--- src/rtl/module_spi_shift_engine.sv ---
// Full-duplex SPI master shift engine: generates SCLK, drives MOSI/CS_n, samples MISO.
// Supports all four CPOL/CPHA modes and MSB/LSB-first order, selected per transfer.
module module_spi_shift_engine #(
    parameter int unsigned DATA_WIDTH = 8,
    parameter int unsigned CLK_DIV    = 4
) (
    input  logic                  clk_i,
    input  logic                  rst_i,
    input  logic                  start_i,
    input  logic                  cpol_i,
    input  logic                  cpha_i,
    input  logic                  lsb_first_i,
    input  logic [DATA_WIDTH-1:0] tx_data_i,
    input  logic                  miso_i,
    output logic                  sclk_o,
    output logic                  mosi_o,
    output logic                  cs_n_o,
    output logic [DATA_WIDTH-1:0] rx_data_o,
    output logic                  busy_o,
    output logic                  done_o
);

    localparam int unsigned CW = $clog2(CLK_DIV);
    localparam int unsigned EW = $clog2(2 * DATA_WIDTH + 1);
    localparam logic [CW-1:0] CNT_MAX   = CW'(CLK_DIV - 1);
    localparam logic [EW-1:0] EDGE_LAST = EW'(2 * DATA_WIDTH);

    typedef enum logic [1:0] {
        IDLE  = 2'd0,
        LEAD  = 2'd1,
        XFER  = 2'd2,
        TRAIL = 2'd3
    } state_e;

    state_e                state_q, state_d;
    logic [CW-1:0]         cnt_q, cnt_d;
    logic [EW-1:0]         edge_q, edge_d;
    logic [DATA_WIDTH-1:0] tx_sh_q, tx_sh_d;
    logic [DATA_WIDTH-1:0] rx_sh_q, rx_sh_d;
    logic [DATA_WIDTH-1:0] rx_data_q, rx_data_d;
    logic                  cpol_q, cpol_d;
    logic                  cpha_q, cpha_d;
    logic                  lsb_q, lsb_d;
    logic                  sclk_q, sclk_d;
    logic                  mosi_q, mosi_d;
    logic                  cs_n_q, cs_n_d;
    logic                  busy_q, busy_d;
    logic                  done_q, done_d;

    logic [DATA_WIDTH-1:0] tx_oriented;
    logic [EW-1:0]         edge_n;
    logic                  expired;
    logic                  sample_edge;
    logic                  drive_edge;

    // Bit reversal used to map LSB-first order onto the MSB-first shifters.
    function automatic logic [DATA_WIDTH-1:0] reverse_bits(input logic [DATA_WIDTH-1:0] w);
        logic [DATA_WIDTH-1:0] r;
        for (int i = 0; i < int'(DATA_WIDTH); i++) begin
            r[i] = w[DATA_WIDTH-1-i];
        end
        return r;
    endfunction

    // Edge decode: number of the edge about to be produced and its role in the current mode.
    assign tx_oriented = lsb_first_i ? reverse_bits(tx_data_i) : tx_data_i;
    assign edge_n      = edge_q + EW'(1);
    assign expired     = (cnt_q == CNT_MAX);
    assign sample_edge = cpha_q ? ~edge_n[0] : edge_n[0];
    assign drive_edge  = cpha_q ? edge_n[0] : (~edge_n[0] && (edge_n != EDGE_LAST));

    // Next-state and output logic.
    always_comb begin
        state_d   = state_q;
        cnt_d     = cnt_q;
        edge_d    = edge_q;
        tx_sh_d   = tx_sh_q;
        rx_sh_d   = rx_sh_q;
        rx_data_d = rx_data_q;
        cpol_d    = cpol_q;
        cpha_d    = cpha_q;
        lsb_d     = lsb_q;
        sclk_d    = sclk_q;
        mosi_d    = mosi_q;
        cs_n_d    = cs_n_q;
        busy_d    = busy_q;
        done_d    = 1'b0;

        case (state_q)
            IDLE: begin
                sclk_d = cpol_i;
                mosi_d = 1'b0;
                cs_n_d = 1'b1;
                busy_d = 1'b0;
                if (start_i) begin
                    state_d = LEAD;
                    cnt_d   = '0;
                    edge_d  = '0;
                    cpol_d  = cpol_i;
                    cpha_d  = cpha_i;
                    lsb_d   = lsb_first_i;
                    cs_n_d  = 1'b0;
                    busy_d  = 1'b1;
                    rx_sh_d = '0;
                    if (cpha_i) begin
                        tx_sh_d = tx_oriented;
                        mosi_d  = 1'b0;
                    end else begin
                        mosi_d  = tx_oriented[DATA_WIDTH-1];
                        tx_sh_d = tx_oriented << 1;
                    end
                end
            end
            LEAD, XFER: begin
                cnt_d = cnt_q + CW'(1);
                if (state_q == LEAD) begin
                    sclk_d = cpol_q;
                end
                if (expired) begin
                    cnt_d  = '0;
                    edge_d = edge_n;
                    sclk_d = ~sclk_q;
                    if (sample_edge) begin
                        rx_sh_d = {rx_sh_q[DATA_WIDTH-2:0], miso_i};
                    end
                    if (drive_edge) begin
                        mosi_d  = tx_sh_q[DATA_WIDTH-1];
                        tx_sh_d = tx_sh_q << 1;
                    end
                    state_d = (edge_n == EDGE_LAST) ? TRAIL : XFER;
                end
            end
            TRAIL: begin
                cnt_d = cnt_q + CW'(1);
                if (expired) begin
                    cnt_d     = '0;
                    state_d   = IDLE;
                    sclk_d    = cpol_q;
                    mosi_d    = 1'b0;
                    cs_n_d    = 1'b1;
                    busy_d    = 1'b0;
                    done_d    = 1'b1;
                    rx_data_d = lsb_q ? reverse_bits(rx_sh_q) : rx_sh_q;
                end
            end
            default: state_d = IDLE;
        endcase
    end

    // State and output registers.
    always_ff @(posedge clk_i or negedge rst_i) begin
        if (!rst_i) begin
            state_q   <= IDLE;
            cnt_q     <= '0;
            edge_q    <= '0;
            tx_sh_q   <= '0;
            rx_sh_q   <= '0;
            rx_data_q <= '0;
            cpol_q    <= 1'b0;
            cpha_q    <= 1'b0;
            lsb_q     <= 1'b0;
            sclk_q    <= 1'b0;
            mosi_q    <= 1'b0;
            cs_n_q    <= 1'b1;
            busy_q    <= 1'b0;
            done_q    <= 1'b0;
        end else begin
            state_q   <= state_d;
            cnt_q     <= cnt_d;
            edge_q    <= edge_d;
            tx_sh_q   <= tx_sh_d;
            rx_sh_q   <= rx_sh_d;
            rx_data_q <= rx_data_d;
            cpol_q    <= cpol_d;
            cpha_q    <= cpha_d;
            lsb_q     <= lsb_d;
            sclk_q    <= sclk_d;
            mosi_q    <= mosi_d;
            cs_n_q    <= cs_n_d;
            busy_q    <= busy_d;
            done_q    <= done_d;
        end
    end

    assign sclk_o    = sclk_q;
    assign mosi_o    = mosi_q;
    assign cs_n_o    = cs_n_q;
    assign rx_data_o = rx_data_q;
    assign busy_o    = busy_q;
    assign done_o    = done_q;

endmodule

--- config.mk ---
export PLATFORM = sky130hd
export DESIGN_NAME = module_spi_shift_engine
export DESIGN_NICKNAME = d
export VERILOG_FILES = /design/src/rtl/module_spi_shift_engine.sv
export SDC_FILE = /design/constraint.sdc
export NUM_CORES = 1
export LEC_CHECK = 0
export CAP_MARGIN = 20
export CORE_UTILIZATION = 40
export DETAILED_ROUTE_END_ITERATION = 8
export SLEW_MARGIN = 20
export SYNTH_ARGS = -nofsm -noshare
export SYNTH_HDL_FRONTEND = slang
export SYNTH_SLANG_ARGS = --single-unit
--- constraint.sdc ---
create_clock -name clk_i -period 2.25 [get_ports clk_i]
set_input_delay 0.225 -clock clk_i [delete_from_list [all_inputs] [get_ports clk_i]]
set_output_delay 0.225 -clock clk_i [all_outputs]
set_load 0.02 [all_outputs]
==> results.toml <==
[setup_path]
crit_path_max_fanout = 8
timing.rr.start = "edge_q[0]"
cp.arrival_ps = 2270
required_ps = 2440
crit_family = "compound AO/OA/AOI/OAI gates"
end_kind = "flip-flop"
max_stage_delay_ps = 470
cp_slowest_cell = "a211oi_4"
crit_path_start_kind = "flip-flop"
crit_chain = "ha_1 > and2_1 > and3_1 > a211oi_4 > mux2_2"
worst-setup-path-type = "flip-flop to flip-flop"
crit_path_start = "edge_q[0]"
path_buf_inv = 0

[grt]
gr-total-overflow = 0
grt_pass1_vias = 1565
antenna_found_initial = 0
grt_use_total = 0.163
grt_first_pass_wirelength_mm = 7.49
grt_max_degree = 29

[route]
drt_first_pass_iters = 4
post_drt_wl_per_cell_um = 13.3
drt_wl_total_mm = 4.27
drtAntennaViolNets = 0
route.vias.total = 1618
drt-vias-per-instance = 5.06
route.detailed.drc = 0
drt_iter0_drc = 122

[power_and_ir_drop]
power.density_nw_per_um2 = 569
max-vdd-ir-drop_mv = 0.362
p_leak_uw = 0.00121

[sta]
slew_headroom = 0.598
worst_pin_slew_ps = 597
final-setup-viol-count = 0
period_needed_ps = 2090
finalCritPeriodShare = 0.928
max_freq_mhz = 479
drv_slew = 0
rsz0062_at_grt = "false"
whs_ps = 346
finalClockSkew_ps = 5.47
tns_ps = 0
hold_violations = 0

[floorplanning]
io_pins = 28
die_y_um = 76.1
die_width_um = 76.1
start_util = 0.422
die-area_um2 = 5790
core-area_um2 = 5200
fp-row-count = 26

[logic_synthesis]
synth-seq-area-share = 0.468
synth.cell_area_um2 = 2200
syn-num-nets = 236
synth_edf_count = 0
syn_avg_cell_area_um2 = 10.2
ys_seq_elements = 41
ys.flop_type = "dfrtp_1"
synth_cell_types = 39
ys_async_sr_fraction = 1.00
synthCells = 216
synth_warnings = 0

[layout]
layout-drive-gt1-share = 0.132
post-route-util = 0.525
syn_to_final_growth_pct = 24.3
num-fill-cells = 513
n_antenna_cell = 0
postLayoutCellArea_um2 = 2730
fin_nets = 269

[placement]
hpwl_mm = 3.05
port_buffers = 27
place_congestion = 0.784
placed_cell_area_um2 = 2580

[min_path]
min_path_type = "input pin to async pin"

[cts]
cts_root_buf = "clkbuf_8"
cts_buffer_depth = 2
insertion_delay_ps = 300
numCtsBuffers = 5
clkTransAtPathRegs_ps = 90
postCtsSetupBuffers = 0
postCtsResizedCells = 0
cts_tree = "built"
cts.htree.levels = 2
clock_sinks = 41

[job]
maxCapViolations = 0

[status]
outcome = "complete, no violations"
==> cell type report <==
cell class              count  area (µm²)  share of cell area
clock inverters             3        68.8              0.0252
clock buffers               5        68.8              0.0252
multi-input cells         146        1060               0.388
well taps                  70        87.6              0.0321
inverters                  19        71.3              0.0261
flip-flops and latches     41        1030               0.376
repair buffers             36         348               0.127
==> metrics by stage <==
step	std cells	setup WS (ps)	power [µW]
floorplan	216	336	790
CTS	320	160	1580
finish	320	163	1550
global placement	311	195	843
detailed placement	311	153	843
global route	320	11.7	1610
==> cells in the final DEF, fill, tap and decap left out, types with 2 or more instances in the layout <==
master | synthesis | final
dfrtp_1 | 40 | 40
mux2i_1 | 26 | 26
clkdlybuf4s50_1 | 0 | 26
nand2_1 | 20 | 20
inv_1 | 19 | 19
nor2_1 | 12 | 12
a21oi_1 | 12 | 12
o21ai_0 | 11 | 11
mux2_2 | 11 | 11
nor2b_1 | 8 | 8
buf_4 | 0 | 7
ha_1 | 5 | 5
clkbuf_8 | 0 | 5
a221oi_1 | 4 | 4
and2_1 | 3 | 3
nand2b_1 | 3 | 3
nand3_1 | 3 | 3
a22o_1 | 3 | 3
xor2_1 | 3 | 3
and3_1 | 2 | 2
or2_2 | 2 | 2
bufinv_16 | 0 | 2
==> worst paths after layout <==
| path | cells after the start | end | slack, ps |
|---|---|---|---|
| setup / recovery | 5 | tx_sh_q[3] | 160 |
| hold reg to reg | 2 | cs_n_o | 470 |
| max in group asynchronous | 3 | tx_sh_q[3] | 1230 |
| min in group clk_i | 2 | cs_n_o | 470 |
| hold / removal | 2 | edge_q[0] | 350 |
| setup reg to reg | 5 | tx_sh_q[3] | 160 |
==> sequential cells by signal (all words and copies together), names as in the netlist <==
name	flops
edge_q	5
tx_sh_q	8
cpol_q	1
busy_o	1
cs_n_o	1
cpha_q	1
mosi_o	1
done_o	1
cnt_q	2
state_q	2
rx_sh_q	8
sclk_o	1
rx_data_o	8
lsb_q	1
==> cell families (layout without fill, tap and decap cells) <==
group / Yosys count / after routing / share of synthesized area
and+or+nand+nor: 56 / 56 / 0.123
AOI/OAI and AO/OA: 44 / 44 / 0.140
DFF: 41 / 41 / 0.468
muxes: 37 / 37 / 0.175
buffers and inverters: 29 / 63 / 0.0507
adders and majority gates: 5 / 5 / 0.0285
xor gates and xnor gates: 4 / 4 / 0.0159
==> synthesized netlist by cell type, drive strengths merged, types with 2 or more instances <==
master	count	area (µm²)
and3	2	12.5
dfrtp	40	1000
nand3	3	15.0
xor2	3	26.3
a21oi	13	68.8
a221oi	4	35.0
and2	3	18.8
nand2	20	75.1
ha	5	62.6
nand2b	3	18.8
inv	19	71.3
nor2	12	45.0
clkbuf	8	30.0
mux2	11	124
o21ai	11	55.1
mux2i	26	260
nor2b	8	50.1
a22o	3	26.3
buf	2	10.0
or2	2	12.5
==> repair_timing <==
item                       in CTS  in global routing
hold endpoints to repair       12                  0
hold buffers                    1                  0
setup endpoints to repair       0                  0
==> metal layers <==
| metal | routed length (µm) | GRT usage | vias up |
|---|---|---|---|
| met2 | 1940 | 0.254 | 32 |
| met4 | 55 | 0.0577 | 0 |
| met5 | 0 | 0 | - |
| met3 | 127 | 0.0335 | 5 |
| met1 | 2140 | 0.224 | 760 |
| li1 | - | - | 821 |
==> report_power, final <==
part           internal, µW  switching [µW]  leakage (µW)
clock network           447             280     0.0000687
logic                  38.8            39.1      0.000635
registers               743            6.78      0.000507
total                  1230             326       0.00121
Power figures use the tool's default switching activity.
